## src/rtl/uart_sha256_pkg.sv

```systemverilog
// Shared definitions for the UART SHA-256 host: FSM encoding, framing bytes
// and digest geometry.
package uart_sha256_pkg;

    typedef enum logic [2:0] {
        ST_IDLE      = 3'd0,
        ST_SEND_OPEN = 3'd1,
        ST_SEND_DATA = 3'd2,
        ST_SEND_TERM = 3'd3,
        ST_TX_WAIT   = 3'd4,
        ST_RECV      = 3'd5,
        ST_DONE      = 3'd6,
        ST_ERROR     = 3'd7
    } state_e;

    localparam logic [7:0] START_BYTE_DEF = 8'h01;
    localparam logic [7:0] TERM_BYTE_DEF  = 8'hFF;
    localparam int         DIGEST_BYTES   = 32;
    localparam int         DIGEST_W       = DIGEST_BYTES * 8;
    localparam logic [4:0] LAST_BYTE_IDX  = 5'(DIGEST_BYTES - 1);

    // Earlier bytes migrate toward the MSB end as new bytes arrive.
    function automatic logic [DIGEST_W-1:0] shift_in_byte(
        input logic [DIGEST_W-1:0] cur,
        input logic [7:0]          b
    );
        return {cur[DIGEST_W-9:0], b};
    endfunction

endpackage

```

## src/rtl/rx_timeout_counter.sv

```systemverilog
// Idle-cycle counter for digest reception; expired stays high once the
// limit is reached until cleared.
module rx_timeout_counter #(
    parameter int LIMIT = 2_000_000,
    parameter int WIDTH = $clog2(LIMIT + 1)
) (
    input  logic clk,
    input  logic rst_n,
    input  logic clear,
    input  logic enable,
    output logic expired
);

    localparam logic [WIDTH-1:0] LIMIT_W = WIDTH'(LIMIT);
    localparam logic [WIDTH-1:0] ONE_W   = WIDTH'(1);

    logic [WIDTH-1:0] count_q;
    logic             expired_q;

    // Count enabled cycles, saturating at the limit.
    always_ff @(posedge clk or negedge rst_n) begin
        if (!rst_n) begin
            count_q   <= {WIDTH{1'b0}};
            expired_q <= 1'b0;
        end else if (clear) begin
            count_q   <= {WIDTH{1'b0}};
            expired_q <= 1'b0;
        end else if (enable && !expired_q) begin
            count_q   <= count_q + ONE_W;
            expired_q <= ((count_q + ONE_W) == LIMIT_W);
        end
    end

    assign expired = expired_q;

endmodule

```

## src/rtl/uart_sha256_host.sv

```systemverilog
// Frames a message to a UART hash engine (START, data, TERM) and collects the
// 32-byte digest it returns, with timeout and illegal-terminator detection.
module uart_sha256_host
    import uart_sha256_pkg::*;
#(
    parameter int         TIMEOUT_CYCLES = 2_000_000,
    parameter logic [7:0] START_BYTE     = START_BYTE_DEF,
    parameter logic [7:0] TERM_BYTE      = TERM_BYTE_DEF
) (
    input  logic           clk,
    input  logic           rst_n,
    input  logic [7:0]     msg_data,
    input  logic           msg_valid,
    input  logic           msg_last,
    output logic           msg_ready,
    output logic [7:0]     tx_data,
    output logic           tx_start,
    input  logic           tx_busy,
    input  logic [7:0]     rx_data,
    input  logic           rx_valid,
    output logic [255:0]   digest,
    output logic           digest_valid,
    output logic           busy,
    output logic           err_timeout,
    output logic           err_term
);

    state_e                state_q;
    state_e                ret_q;
    logic                  seen_busy_q;
    logic [4:0]            byte_cnt_q;
    logic [7:0]            tx_data_q;
    logic                  tx_start_q;
    logic [DIGEST_W-1:0]   digest_q;
    logic                  digest_valid_q;
    logic                  err_timeout_q;
    logic                  err_term_q;

    logic                  term_violation_s;
    logic                  msg_ready_s;
    logic                  tmo_clear_s;
    logic                  tmo_enable_s;
    logic                  tmo_expired_s;

    // Handshake decode: a non-final terminator byte is refused outright.
    always_comb begin
        term_violation_s = 1'b0;
        msg_ready_s      = 1'b0;
        if (state_q == ST_SEND_DATA) begin
            term_violation_s = msg_valid && (msg_data == TERM_BYTE) && !msg_last;
            msg_ready_s      = !tx_busy && !tx_start_q && !term_violation_s;
        end else begin
            term_violation_s = 1'b0;
            msg_ready_s      = 1'b0;
        end
    end

    // Idle timer runs only in RECV and restarts on every received byte.
    always_comb begin
        tmo_clear_s  = (state_q != ST_RECV) || rx_valid;
        tmo_enable_s = (state_q == ST_RECV) && !rx_valid;
    end

    rx_timeout_counter #(
        .LIMIT (TIMEOUT_CYCLES)
    ) u_rx_timeout_counter (
        .clk     (clk),
        .rst_n   (rst_n),
        .clear   (tmo_clear_s),
        .enable  (tmo_enable_s),
        .expired (tmo_expired_s)
    );

    // Transaction FSM with registered strobes and sticky error flags.
    always_ff @(posedge clk or negedge rst_n) begin
        if (!rst_n) begin
            state_q        <= ST_IDLE;
            ret_q          <= ST_IDLE;
            seen_busy_q    <= 1'b0;
            byte_cnt_q     <= 5'd0;
            tx_data_q      <= 8'h00;
            tx_start_q     <= 1'b0;
            digest_q       <= {DIGEST_W{1'b0}};
            digest_valid_q <= 1'b0;
            err_timeout_q  <= 1'b0;
            err_term_q     <= 1'b0;
        end else begin
            tx_start_q     <= 1'b0;
            digest_valid_q <= 1'b0;
            case (state_q)
                ST_IDLE: begin
                    if (msg_valid) begin
                        err_timeout_q <= 1'b0;
                        err_term_q    <= 1'b0;
                        state_q       <= ST_SEND_OPEN;
                    end
                end
                ST_SEND_OPEN: begin
                    if (!tx_busy) begin
                        tx_start_q  <= 1'b1;
                        tx_data_q   <= START_BYTE;
                        ret_q       <= ST_SEND_DATA;
                        seen_busy_q <= 1'b0;
                        state_q     <= ST_TX_WAIT;
                    end
                end
                ST_SEND_DATA: begin
                    if (term_violation_s) begin
                        err_term_q <= 1'b1;
                        state_q    <= ST_ERROR;
                    end else if (msg_valid && msg_ready_s) begin
                        tx_start_q  <= 1'b1;
                        tx_data_q   <= msg_data;
                        ret_q       <= msg_last ? ST_SEND_TERM : ST_SEND_DATA;
                        seen_busy_q <= 1'b0;
                        state_q     <= ST_TX_WAIT;
                    end
                end
                ST_SEND_TERM: begin
                    if (!tx_busy) begin
                        tx_start_q  <= 1'b1;
                        tx_data_q   <= TERM_BYTE;
                        ret_q       <= ST_RECV;
                        seen_busy_q <= 1'b0;
                        state_q     <= ST_TX_WAIT;
                    end
                end
                ST_TX_WAIT: begin
                    // A full busy high-then-low cycle marks the byte as sent.
                    if (tx_busy) begin
                        seen_busy_q <= 1'b1;
                    end else if (seen_busy_q) begin
                        seen_busy_q <= 1'b0;
                        state_q     <= ret_q;
                        if (ret_q == ST_RECV) begin
                            byte_cnt_q <= 5'd0;
                            digest_q   <= {DIGEST_W{1'b0}};
                        end
                    end
                end
                ST_RECV: begin
                    if (rx_valid) begin
                        digest_q   <= shift_in_byte(digest_q, rx_data);
                        byte_cnt_q <= byte_cnt_q + 5'd1;
                        if (byte_cnt_q == LAST_BYTE_IDX) begin
                            digest_valid_q <= 1'b1;
                            state_q        <= ST_DONE;
                        end
                    end else if (tmo_expired_s) begin
                        err_timeout_q <= 1'b1;
                        state_q       <= ST_ERROR;
                    end
                end
                ST_DONE: begin
                    state_q <= ST_IDLE;
                end
                ST_ERROR: begin
                    state_q <= ST_IDLE;
                end
                default: begin
                    state_q <= ST_IDLE;
                end
            endcase
        end
    end

    assign msg_ready    = msg_ready_s;
    assign tx_data      = tx_data_q;
    assign tx_start     = tx_start_q;
    assign digest       = digest_q;
    assign digest_valid = digest_valid_q;
    assign busy         = (state_q != ST_IDLE);
    assign err_timeout  = err_timeout_q;
    assign err_term     = err_term_q;

endmodule

```

## config.mk

```make
export PLATFORM = sky130hd
export DESIGN_NAME = uart_sha256_host
export DESIGN_NICKNAME = d
export VERILOG_FILES = /design/src/rtl/uart_sha256_pkg.sv /design/src/rtl/rx_timeout_counter.sv /design/src/rtl/uart_sha256_host.sv
export SDC_FILE = /design/constraint.sdc
export NUM_CORES = 1
export LEC_CHECK = 0
export ABC_AREA = 1
export CORE_MARGIN = 2
export CORE_UTILIZATION = 49
export DETAILED_ROUTE_END_ITERATION = 7
export PLACE_DENSITY_LB_ADDON = 0.05
export SLEW_MARGIN = 20
export SYNTH_ARGS = -nofsm -noshare
export SYNTH_HDL_FRONTEND = slang
export SYNTH_SLANG_ARGS = --single-unit
export TNS_END_PERCENT = 100
```

## constraint.sdc

```tcl
create_clock -name clk -period 2.4 [get_ports clk]
set_input_delay 0.36 -clock clk [delete_from_list [all_inputs] [get_ports clk]]
set_output_delay 0.36 -clock clk [all_outputs]
set_load 0.02 [all_outputs]
```

==> impl_metrics.json, run 1 <==
{
  "outcome": "finished clean",
  "grt_max_degree": 76,
  "insertion_delay_ns": 0.54,
  "post_cts_buffers": 0,
  "fin_nets": 1296,
  "die_x_um": 159.3,
  "clockRootBuffer": "clkbuf_16",
  "timing.final.crit_share": 0.9374,
  "arrival_ns": 1.89,
  "synth_area_um2": 11810,
  "rows": 56,
  "setup-violations-final": 0,
  "crit_chain": "inv_2 -> nand2_2 -> nor2_2 -> nand2_1 -> nor3_2 -> clkdlybuf4s15_2",
  "netlist_instances": 981,
  "switching_share": 0.3197,
  "groute.usage.overall": 0.2420,
  "fmax_mhz": 444.5,
  "slowest_stage": "dfrtp_2",
  "place_area_um2": 15100,
  "post-place-ws_ns": 0.05079,
  "cts_sinks": 302,
  "yosysSeqAreaShare": 0.6397,
  "vias_per_cell": 5.514,
  "yosysTopAreaCellShare": 0.6397,
  "cp-end-kind": "output port",
  "finish.utilization": 0.6847,
  "drtAntennaViolNets": 0,
  "pwr-share-seq": 0.417,
  "finalHoldViolCount": 0,
  "die_h_um": 159.3,
  "cp-start-kind": "flip-flop",
  "drt-pass1-iter-count": 7,
  "ys_ff_latch": 302,
  "drc": 0,
  "synth_nets": 1007,
  "pwr-share-comb": 0.275,
  "area_growth_pct": 36.44,
  "maxCapViolCount": 0,
  "path_max_fanout": 9,
  "clockBufferDepth": 3,
  "crit_type": "flip-flop to output port",
  "skew_ns": 0.008913,
  "worstMarginPinSlew_ns": 0.6724,
  "fin_crit_ns": 2.250,
  "whs_ns": 0.3319,
  "wl_per_cell_um": 19.18,
  "clk_pin_slew_worst_paths_ns": 0.06,
  "critPathRequiredTime_ns": 2.04,
  "fp.dieArea_um2": 25370,
  "grt_overflow": 0,
  "initial_utilization": 0.5018,
  "p_leak_nw": 7.339,
  "synth.distinct_cells": 34,
  "p_sw_w": 0.004895,
  "core_um2": 23540,
  "powerDensity_nw_per_um2": 950.1,
  "yosysWarnings": 0,
  "yosysTopAreaCell": "dfrtp_1",
  "pin_count": 292,
  "clkPwrFrac": 0.307,
  "wl_um": 30900,
  "synth.avg_cell_area_um2": 12.04,
  "drv_slew": 0,
  "rsz0062_at_grt": "no",
  "vdd_ir_drop_max_mv": 0.6048,
  "cts_max_level": 1,
  "diodes": 0,
  "antenna_found_initial": 0,
  "cts_buffers": 30,
  "fin_area_um2": 16120,
  "grt_pass1_vias": 8794,
  "grt_pass1_wl_um": 50110,
  "critical_path.max_stage_delay_ns": 0.47,
  "fin_ws_ns": 0.1504,
  "drive_above_1_share": 0.07972,
  "cts_tree": "built",
  "first_iter_violations": 637,
  "vias": 8883,
  "p_int_w": 0.01042,
  "tns_ns": 0,
  "gp_congestion": 0.9321,
  "port_buffers": 291,
  "synthTopCellsByArea": "dfrtp_1, a22o_1, nand2_1",
  "slew_headroom": 0.5507,
  "hp-class": "input port to async pin",
  "dp_hpwl_um": 21220
}
-- layout make-up --
class	instances	area, um2
Inverter	53	206.4
Tap cell	319	399.1
Clock inverter	8	90.09
Multi-Input combinational cell	561	3636
Fill cell	1790	7423
Clock buffer	46	912.1
Timing Repair Buffer	322	3316
Sequential cell	302	7560
-- sequential cells by signal, summed over array words and instances, names as in the netlist, 3 cells and up --
| name | flops |
|---|---|
| tx_data | 8 |
| digest | 256 |
| state_q | 3 |
| u_rx_timeout_counter.count_q | 21 |
| byte_cnt_q | 5 |
| ret_q | 3 |
-- worst paths after layout --
kind,start,end,slack (ns),depth (start not counted)
hold / removal,rst_n,byte_cnt_q[3],0.33,2
setup reg to reg,state_q[0],state_q[2],0.36,11
setup / recovery,state_q[2],msg_ready,0.15,6
hold reg to reg,tx_data[7],tx_data[7],0.48,2
max in group asynchronous,rst_n,digest[111],1.31,3
min in group clk,rx_data[1],digest[1],0.42,2
-- layout by cell type (no fill, tap or decap), types with 2 or more instances in the layout --
| cell | n |
|---|---|
| clkinv_2 | 6 |
| buf_4 | 17 |
| nand4_1 | 12 |
| clkbuf_1 | 7 |
| nor2_4 | 2 |
| clkbuf_16 | 31 |
| o21bai_1 | 7 |
| dfrtp_1 | 300 |
| o22ai_1 | 9 |
| buf_12 | 13 |
| bufinv_16 | 2 |
| o21ai_2 | 6 |
| nor2_2 | 3 |
| nor3_1 | 4 |
| clkdlybuf4s50_1 | 288 |
| dfrtp_2 | 2 |
| o21ai_0 | 34 |
| clkbuf_8 | 8 |
| ha_1 | 4 |
| o21ai_1 | 10 |
| nor2_1 | 46 |
| nand2_2 | 3 |
| nand2_1 | 145 |
| nand3_1 | 21 |
| inv_2 | 4 |
| a21oi_1 | 4 |
| inv_1 | 48 |
| a22o_1 | 240 |
-- power by group through the flow --
stage	clock [W]	combinational, W	sequential, W
after CTS	0.00480	0.00425	0.00639
after global placement	0	0.00420	0.00645
final	0.00471	0.00422	0.00639
after floorplan	0	0.00175	0.00703
after detailed placement	0	0.00425	0.00645
after global routing	0.00501	0.00452	0.00648
-- kinds of logic after synthesis --
logic type               synth area share
buffers and inverters             0.05423
AND/OR/NAND/NOR                   0.08483
multiplexers                    0.0008473
adder cells (fa/ha/maj)          0.004237
XOR/XNOR                         0.001483
AO/OA/AOI/OAI                      0.2147
flip-flops                         0.6397
-- routing by layer --
layer / vias to the layer above / routed length (um) / global-route usage
met5: - / 0 / 0
met4: 0 / 516 / 0.05207
met3: 36 / 2405 / 0.07059
met2: 263 / 14090 / 0.3674
met1: 4468 / 13880 / 0.3496
li1: 4116 / - / -
-- metrics by stage --
step	power [W]	cells
detailed placement	0.01070	1556
global placement	0.01066	1556
global route	0.01601	1611
CTS	0.01544	1611
floorplan	0.008778	981
finish	0.01531	1611
-- synth_stat cells (all sizes together) --
| cell | n |
|---|---|
| a22o | 240 |
| o21bai | 7 |
| nor3 | 5 |
| inv | 53 |
| ha | 4 |
| nand4 | 12 |
| o211a | 1 |
| xor2 | 1 |
| a21oi | 4 |
| xnor2 | 1 |
| o31ai | 1 |
| mux2i | 1 |
| buf | 57 |
| o211ai | 1 |
| nand3 | 23 |
| o21ai | 50 |
| clkbuf | 8 |
| o22ai | 9 |
| nand2 | 148 |
| nor2 | 51 |
| dfrtp | 302 |
| o21a | 1 |
| nand3b | 1 |
-- timing repair --
action                                  4_1_cts  5_1_grt
resized for setup                             6        3
endpoints found under the setup margin        2        2
hold endpoints to repair                     47        0
hold buffers                                  1        0
-- worst max-delay path: cells and delay by family (launching register included) --
family,cells,cell delay (ns)
buffers and inverters,2,0.39
DFF,1,0.47
and+or+nand+nor,4,0.48
Note: power is estimated with default switching activity, not from simulation.
==> run 2: changes to the inputs <==
Settings changed: CELL_PAD_IN_SITES_DETAIL_PLACEMENT set to 0, CELL_PAD_IN_SITES_GLOBAL_PLACEMENT set to 2, CORE_UTILIZATION 49 to 32.
==> impl_metrics.json, run 2 (synthesis gave the netlist of run 1 again) <==
{
  "outcome": "finished clean",
  "fmax_mhz": 456.1,
  "met2WireLength_um": 15010,
  "fin_nets": 1310,
  "r2r_end": "u_rx_timeout_counter.expired",
  "die_x_um": 196.1,
  "powerDensity_nw_per_um2": 984.4,
  "cp-end-kind": "output port",
  "core_um2": 36520,
  "wl_per_cell_um": 19.72,
  "grt_pass1_vias": 9098,
  "grt_max_degree": 64,
  "rsz0062_at_grt": "no",
  "dp_hpwl_um": 23710,
  "post-place-ws_ns": 0.04794,
  "clk_pin_slew_worst_paths_ns": 0.06,
  "wl_um": 35040,
  "groute.usage.overall": 0.1833,
  "drc": 0,
  "arrival_ns": 1.83,
  "largest_register_ffs": 256,
  "drtAntennaViolNets": 0,
  "grt_overflow": 0,
  "layout_common_cells": "dfrtp_1, clkdlybuf4s50_1, a22o_1, nand2_1, inv_1",
  "met1Wirelength_um": 16470,
  "r2r_slack_ns": 0.41,
  "final_common_cell": "dfrtp_1",
  "clockRootBuffer": "clkbuf_16",
  "vias": 8806,
  "rows": 70,
  "initial_utilization": 0.3235,
  "vdd_ir_drop_max_mv": 0.6940,
  "drt-pass1-iter-count": 5,
  "setup-violations-final": 0,
  "tns_ns": 0,
  "fin_crit_ns": 2.193,
  "critPathRequiredTime_ns": 2.04,
  "multiInputGateArea_um2": 3628,
  "finish.utilization": 0.4545,
  "cts_max_level": 2,
  "fin_cells": 1777,
  "slew_headroom": 0.6048,
  "finalHoldViolCount": 0,
  "seq_area_um2": 7559,
  "grt_pass1_wl_um": 55370,
  "reg2reg_from": "u_rx_timeout_counter.count_q[0]",
  "port_buffers": 291,
  "crit_type": "flip-flop to output port",
  "cts_sinks": 302,
  "diodes": 0,
  "die_h_um": 196.1,
  "skew_ns": 0.01408,
  "fin_ws_ns": 0.2074,
  "timing.final.crit_share": 0.9136,
  "n_fill_cell": 3409,
  "fp.dieArea_um2": 38470,
  "whs_ns": 0.3709,
  "gp_congestion": 0.7666,
  "vias_per_cell": 4.956,
  "dp_cells": 1712,
  "hp-class": "input port to async pin",
  "p_leak_nw": 7.497,
  "cts_buffers": 37,
  "dr_wl_met3_um": 2970,
  "worstMarginPinSlew_ns": 0.5928,
  "clockBufferDepth": 3,
  "antenna_found_initial": 0,
  "drv_slew": 0,
  "maxCapViolCount": 0,
  "drive_above_1_share": 0.08862,
  "path_max_fanout": 9,
  "cp-start-kind": "flip-flop",
  "insertion_delay_ns": 0.53,
  "ff2ff_path_depth": 12,
  "first_iter_violations": 474,
  "cts_tree": "built",
  "routed.top_layer": "met4",
  "area_growth_pct": 40.51,
  "pin_count": 292
}
run 2: critical path, stage by stage, from the launching register on:
cell and delay [ns]:
dfrtp_2 0.46, nand2_2 0.15, nor2_2 0.15, nand2_1 0.09
nor3_1 0.11, dlygate4sd2_1 0.35
run 2: worst max-delay path by stage:
| stage | from | endpoint | slack, ns |
|---|---|---|---|
| 2_1_floorplan | state_q[2] | msg_ready | 0.71 |
| 3_3_place_gp | msg_valid | msg_ready | 0.08 |
| 3_5_place_dp | msg_valid | msg_ready | 0.05 |
| 4_1_cts | state_q[1] | msg_ready | 0.15 |
| 5_1_grt | state_q[1] | msg_ready | 0.05 |
| 6_report | state_q[1] | msg_ready | 0.21 |
run 2: metrics by stage:
step / total power, W / area, um2
floorplan: 0.008778 / 11810
global placement: 0.01100 / 15400
detailed placement: 0.01098 / 15400
CTS: 0.01660 / 16600
global route: 0.01723 / 16600
finish: 0.01634 / 16600
run 2: power breakdown:
part	switching, W	internal [W]
Clock	0.00217	0.00333
Sequential	0.000594	0.00577
Combinational	0.00256	0.00192
Total	0.00532	0.0110
run 2: area by class of cell:
cell class,instances,share of cell area
multi-input cells,561,0.2186
inverters,53,0.01244
well taps,468,0.03528
clock buffers,53,0.06482
repair buffers,329,0.2065
flip-flops and latches,302,0.4553
clock inverters,11,0.007010
run 2: per-layer routing:
layer | GRT usage | vias up
met5 | 0 | -
met4 | 0.04377 | 0
met3 | 0.06790 | 40
met2 | 0.2661 | 254
met1 | 0.2595 | 4360
li1 | - | 4152
run 2: timing repair:
| item | 4_1_cts | 5_1_grt |
|---|---|---|
| setup endpoints to repair | 2 | 0 |
| hold endpoints to repair | 55 | 0 |
| hold buffers | 1 | 0 |
| resized for setup | 3 | 0 |
| buffers inserted | 0 | 0 |
